[src/rtl/aes_round_key_buffer.sv]
// Round-key store for the AES datapath: fills k0..kNr over valid/ready and
// serves the key for the requested round, forward for encrypt, reversed for decrypt.
module aes_round_key_buffer #(
    parameter int KEY_W    = 128,
    parameter int MAX_KEYS = 15
) (
    input  logic             clk,
    input  logic             reset,
    input  logic [1:0]       mode,
    input  logic             load,
    input  logic [KEY_W-1:0] key_in,
    input  logic             key_valid,
    output logic             key_ready,
    input  logic [3:0]       round,
    input  logic             enc_dec,
    output logic [KEY_W-1:0] round_key,
    output logic             keys_ready,
    output logic             mode_err,
    output logic             range_err
);

    typedef enum logic [1:0] {
        S_IDLE,
        S_FILL,
        S_FULL
    } state_t;

    state_t           state_q, state_d;
    logic [3:0]       count_q, count_d;
    logic [1:0]       mode_reg_q, mode_reg_d;
    logic             mode_err_q, mode_err_d;
    logic             range_err_q, range_err_d;
    logic [KEY_W-1:0] round_key_q, round_key_d;
    logic [KEY_W-1:0] mem_q [MAX_KEYS];

    logic       wr_en;
    logic       load_ok;
    logic       load_bad;
    logic [3:0] nr;
    logic [3:0] idx;

    assign load_ok  = load && (mode != 2'b11);
    assign load_bad = load && (mode == 2'b11);

    // Nr follows the latched key size so a live mode change cannot disturb reads
    always_comb begin
        case (mode_reg_q)
            2'b01:   nr = 4'd12;
            2'b10:   nr = 4'd14;
            default: nr = 4'd10;
        endcase
    end

    always_comb begin
        state_d    = state_q;
        count_d    = count_q;
        mode_reg_d = mode_reg_q;
        mode_err_d = mode_err_q;
        wr_en      = 1'b0;
        if (load_bad) begin
            state_d    = S_IDLE;
            mode_err_d = 1'b1;
        end else if (load_ok) begin
            state_d    = S_FILL;
            count_d    = 4'd0;
            mode_reg_d = mode;
            mode_err_d = 1'b0;
        end else begin
            case (state_q)
                S_FILL: begin
                    if (key_valid) begin
                        wr_en = 1'b1;
                        if (count_q == nr) begin
                            state_d = S_FULL;
                        end else begin
                            count_d = count_q + 4'd1;
                        end
                    end
                end
                default: ;
            endcase
        end
    end

    assign key_ready  = (state_q == S_FILL);
    assign keys_ready = (state_q == S_FULL);

    // Nr - round is only formed once round <= Nr, so idx never wraps
    always_comb begin
        round_key_d = '0;
        range_err_d = 1'b0;
        idx         = round;
        if (keys_ready) begin
            if (round <= nr) begin
                idx         = enc_dec ? (nr - round) : round;
                round_key_d = mem_q[idx];
            end else begin
                range_err_d = 1'b1;
            end
        end
    end

    always_ff @(posedge clk) begin
        if (wr_en) begin
            mem_q[count_q] <= key_in;
        end
    end

    always_ff @(posedge clk or posedge reset) begin
        if (reset) begin
            state_q     <= S_IDLE;
            count_q     <= 4'd0;
            mode_reg_q  <= 2'b00;
            mode_err_q  <= 1'b0;
            range_err_q <= 1'b0;
            round_key_q <= '0;
        end else begin
            state_q     <= state_d;
            count_q     <= count_d;
            mode_reg_q  <= mode_reg_d;
            mode_err_q  <= mode_err_d;
            range_err_q <= range_err_d;
            round_key_q <= round_key_d;
        end
    end

    assign round_key = round_key_q;
    assign mode_err  = mode_err_q;
    assign range_err = range_err_q;

endmodule

[config.mk]
export PLATFORM = sky130hd
export DESIGN_NAME = aes_round_key_buffer
export DESIGN_NICKNAME = d
export VERILOG_FILES = /design/src/rtl/aes_round_key_buffer.sv
export SDC_FILE = /design/constraint.sdc
export NUM_CORES = 2
export LEC_CHECK = 0
export CORE_ASPECT_RATIO = 1.2
export CORE_MARGIN = 5
export CORE_UTILIZATION = 55
export DETAILED_ROUTE_END_ITERATION = 10
export GPL_TIMING_DRIVEN = 0
export HOLD_SLACK_MARGIN = 0.02
export PLACE_DENSITY = 0.74
export SLEW_MARGIN = 10
export SYNTH_ARGS = -nofsm -noshare
export SYNTH_HDL_FRONTEND = slang
export SYNTH_SLANG_ARGS = --single-unit
[constraint.sdc]
create_clock -name clk -period 11 [get_ports clk]
set_input_delay 2.2 -clock clk [delete_from_list [all_inputs] [get_ports clk]]
set_output_delay 2.2 -clock clk [all_outputs]
set_load 0.05 [all_outputs]
==> impl_metrics.env <==
export IMPL_place_area_um2=85200
export IMPL_setup_violations=0
export IMPL_finalCritPeriodShare=0.547
export IMPL_fmax_mhz=166
export IMPL_worstPathArrival_ps=6650
export IMPL_worst_path_stages=12
export IMPL_vias=38839
export IMPL_max_cap_violations=0
export IMPL_hold_depth=2
export IMPL_port_buffers=269
export IMPL_finClkSkew_ps=46.7
export IMPL_timing_slew_headroom=0.232
export IMPL_sw_frac_of_total=0.232
export IMPL_clock_latency_ps=840
export IMPL_drc=0
export IMPL_grt_pass1_vias=40189
export IMPL_final_area_um2=91700
export IMPL_drtIter0Drc=4632
export IMPL_antenna_found_initial=29
export IMPL_grt_first_pass_wirelength_mm=274
export IMPL_synthDistinctLibCells=33
export IMPL_wl_mm=188
export IMPL_cpLargestDelayFamily="buffers and inverters"
export IMPL_cp_cell_sequence="clkdlybuf4s50_1, buf_4, buf_6, inv_1, fa_1, mux2i_4, buf_4, buf_2, nor2_1, a211oi_1, a211oi_1, a211oi_1"
export IMPL_crit_fanout=10
export IMPL_cts_root_buf="clkbuf_16"
export IMPL_power_mw=17.0
export IMPL_ff2ff_path_depth=10
export IMPL_cpMostUsedCell="a211oi_1"
export IMPL_drtPass1Iterations=5
export IMPL_die_width_um=353
export IMPL_drive_above_1_share=0.226
export IMPL_area_growth_syn_to_layout_pct=18.2
export IMPL_clkSlewWorstSetupHoldPaths_ps=60
export IMPL_initial_core_util=0.552
export IMPL_fp_dieH_um=422
export IMPL_cts_htree_levels=4
export IMPL_ys_seq_elements=2058
export IMPL_ctsResizeCount=0
export IMPL_std_cell_rows=151
export IMPL_switchingPower_mw=3.94
export IMPL_worstPathRequired_ps=11640
export IMPL_final_net_count=4234
export IMPL_cts_hold_buffers=0
export IMPL_multi_input_area_um2=15200
export IMPL_die_area_um2=149000
export IMPL_avgSynthCellArea_um2=22.1
export IMPL_share_seq_of_total_power=0.506
export IMPL_path_buf_inv=6
export IMPL_internal_power_mw=13.1
export IMPL_fin_util=0.652
export IMPL_pwr_share_comb=0.095
export IMPL_tightest_slew_ps=1150
export IMPL_grtUsageTotal=0.253
export IMPL_antenna_left=0
export IMPL_wl_per_cell_um=30.8
export IMPL_core_um2=141000
export IMPL_syn_nets=3656
export IMPL_finalHoldViolations=0
export IMPL_fill_cells=8887
export IMPL_peakVddDrop_v=0.000174
export IMPL_syn_inst=3507
export IMPL_ys_warnings_count=0
export IMPL_status="finished, final reports clean"
export IMPL_drv_slew=0
export IMPL_postCtsSetupBuffers=0
export IMPL_p_clk_frac=0.399
export IMPL_place_congestion=0.749
export IMPL_endpoint_kind="flip-flop"
export IMPL_cts_tree="yes"
export IMPL_ctsLongestPathBuffers=3
export IMPL_grt_overflow_total=0
export IMPL_numCtsBuffers=191
export IMPL_hold_path_class="flip-flop to flip-flop"
export IMPL_cts_sinks=2058
export IMPL_start_kind="input port"
export IMPL_ioPinCount=271
export IMPL_grt_max_degree=94
export IMPL_powerDensity_nw_per_um2=185
export IMPL_seq_area_frac_synth=0.787
export IMPL_viasPerCell=6.36
export IMPL_max_stage_delay_ps=900
export IMPL_final_min_clock_period_ps=6010
export IMPL_dp_hpwl_mm=119
export IMPL_crit_type="input port to flip-flop"
export IMPL_rsz0062_at_grt="no"
export IMPL_p_leak_nw=30.1
export IMPL_ff_latch_area_um2=61100
export IMPL_cp_slowest_cell="a211oi_1"
export IMPL_syn_cell_area_um2=77600
[cell usage in the layout, fill, tap and decap left out, types with 21 or more instances in the layout]
cell / n
mux2i_1: 257
diode_2: 21
buf_6: 50
bufinv_16: 24
dfrtp_1: 138
clkdlybuf4s50_1: 269
edfxtp_1: 1920
mux4_2: 384
buf_8: 28
buf_16: 36
clkinv_1: 33
a211oi_1: 384
clkbuf_1: 95
clkinv_2: 33
buf_12: 52
clkbuf_16: 192
buf_2: 76
nor2_1: 135
[cell families after synthesis]
family / count (synthesis) / share of synthesized area
and+or+nand+nor: 170 / 0.00886
adders and majority gates: 10 / 0.00181
buffers and inverters: 225 / 0.0182
AOI/OAI and AO/OA: 393 / 0.0378
muxes: 645 / 0.146
xor gates and xnor gates: 6 / 0.000677
DFF: 2058 / 0.787
[state kept, by name, summed over array words and instances, names as in the netlist]
register,flops
mode_reg_q,2
range_err,1
count_q,4
round_key,128
mode_err,1
mem_q,1920
state_q,2
[final timing paths]
kind / startpoint / end / slack (ps)
max in group asynchronous: reset / round_key[32]$_DFF_PP0_ / 8230
worst max register to register: mode_reg_q[0]$_DFFE_PP0P_ / round_key[10]$_DFF_PP0_ / 6770
worst min-delay path: mode_err$_DFFE_PP0P_ / mode_err$_DFFE_PP0P_ / 520
worst max-delay path: round[0] / round_key[12]$_DFF_PP0_ / 4990
min in group asynchronous: reset / round_key[77]$_DFF_PP0_ / 1910
worst min register to register: mode_err$_DFFE_PP0P_ / mode_err$_DFFE_PP0P_ / 520
[layer usage]
| layer | vias to the layer above | global-route usage | wire [um] |
|---|---|---|---|
| li1 | 15945 | - | - |
| met3 | 350 | 0.0600 | 18200 |
| met5 | - | 0 | 74 |
| met1 | 20422 | 0.343 | 70100 |
| met2 | 2110 | 0.416 | 94300 |
| met4 | 12 | 0.0781 | 5440 |
[worst reg2reg max path, stage by stage (launching register included)]
cell and delay [ps]:
dfrtp_1 390, ha_1 320, inv_1 50, ha_1 310, o21ai_0 150, a21oi_1 70
xnor2_1 650, buf_2 620, buf_2 420, a211oi_1 90, a211oi_1 940
[synthesized netlist by cell type, drive strengths merged]
library cell | instances | share of area
edfxtp | 1920 | 0.74
a211oi | 384 | 0.037
mux4 | 384 | 0.11
mux2i | 260 | 0.034
nor2 | 146 | 0.0071
buf | 145 | 0.014
dfrtp | 138 | 0.044
clkbuf | 69 | 0.0038
inv | 11 | 0.00053
ha | 8 | 0.0013
nand2 | 7 | 0.00034
nor3 | 4 | 0.00026
o21ai | 4 | 0.00026
a21oi | 3 | 0.00019
nand2b | 3 | 0.00024
nor2b | 3 | 0.00024
xnor2 | 3 | 0.00034
xor2 | 3 | 0.00034
fa | 2 | 0.00052
nand3b | 2 | 0.00019
a31o | 1 | 0.00011
a31oi | 1 | 0.000081
and4 | 1 | 0.00011
and4bb | 1 | 0.00016
mux2 | 1 | 0.00015
nand4 | 1 | 0.000081
nor3b | 1 | 0.000097
or3 | 1 | 0.000081
[final cells by class]
class                      count  share of cell area
tap                         1836              0.0250
multi-input combinational   1224               0.166
clock buffer                 239              0.0555
timing repair buffer         385              0.0561
clock inverter               117              0.0152
buffer                       214              0.0150
inverter                      11            0.000532
antenna                       21            0.000573
sequential                  2058               0.666
[per-stage QoR]
| stage | setup WS [ps] | hold slack, ps | setup TNS, ps | std cells |
|---|---|---|---|---|
| floorplan | 2380 | 476 | 0 | 3507 |
| global placement | -4620 | 489 | -7213450 | 5612 |
| detailed placement | 4320 | 491 | 0 | 5728 |
| CTS | 5220 | 522 | 0 | 6084 |
| global route | 4820 | 565 | 0 | 6092 |
| finish | 4990 | 521 | 0 | 6105 |
[power by group through the flow]
stage,clock [mW],combinational (mW),sequential (mW)
after floorplan,0,0.965,8.77
after global placement,0,1.56,8.78
after detailed placement,0,1.61,8.77
after CTS,6.86,1.62,8.60
after global routing,7.21,1.71,8.60
final,6.78,1.62,8.60
Note: power is estimated with default switching activity, not from simulation.
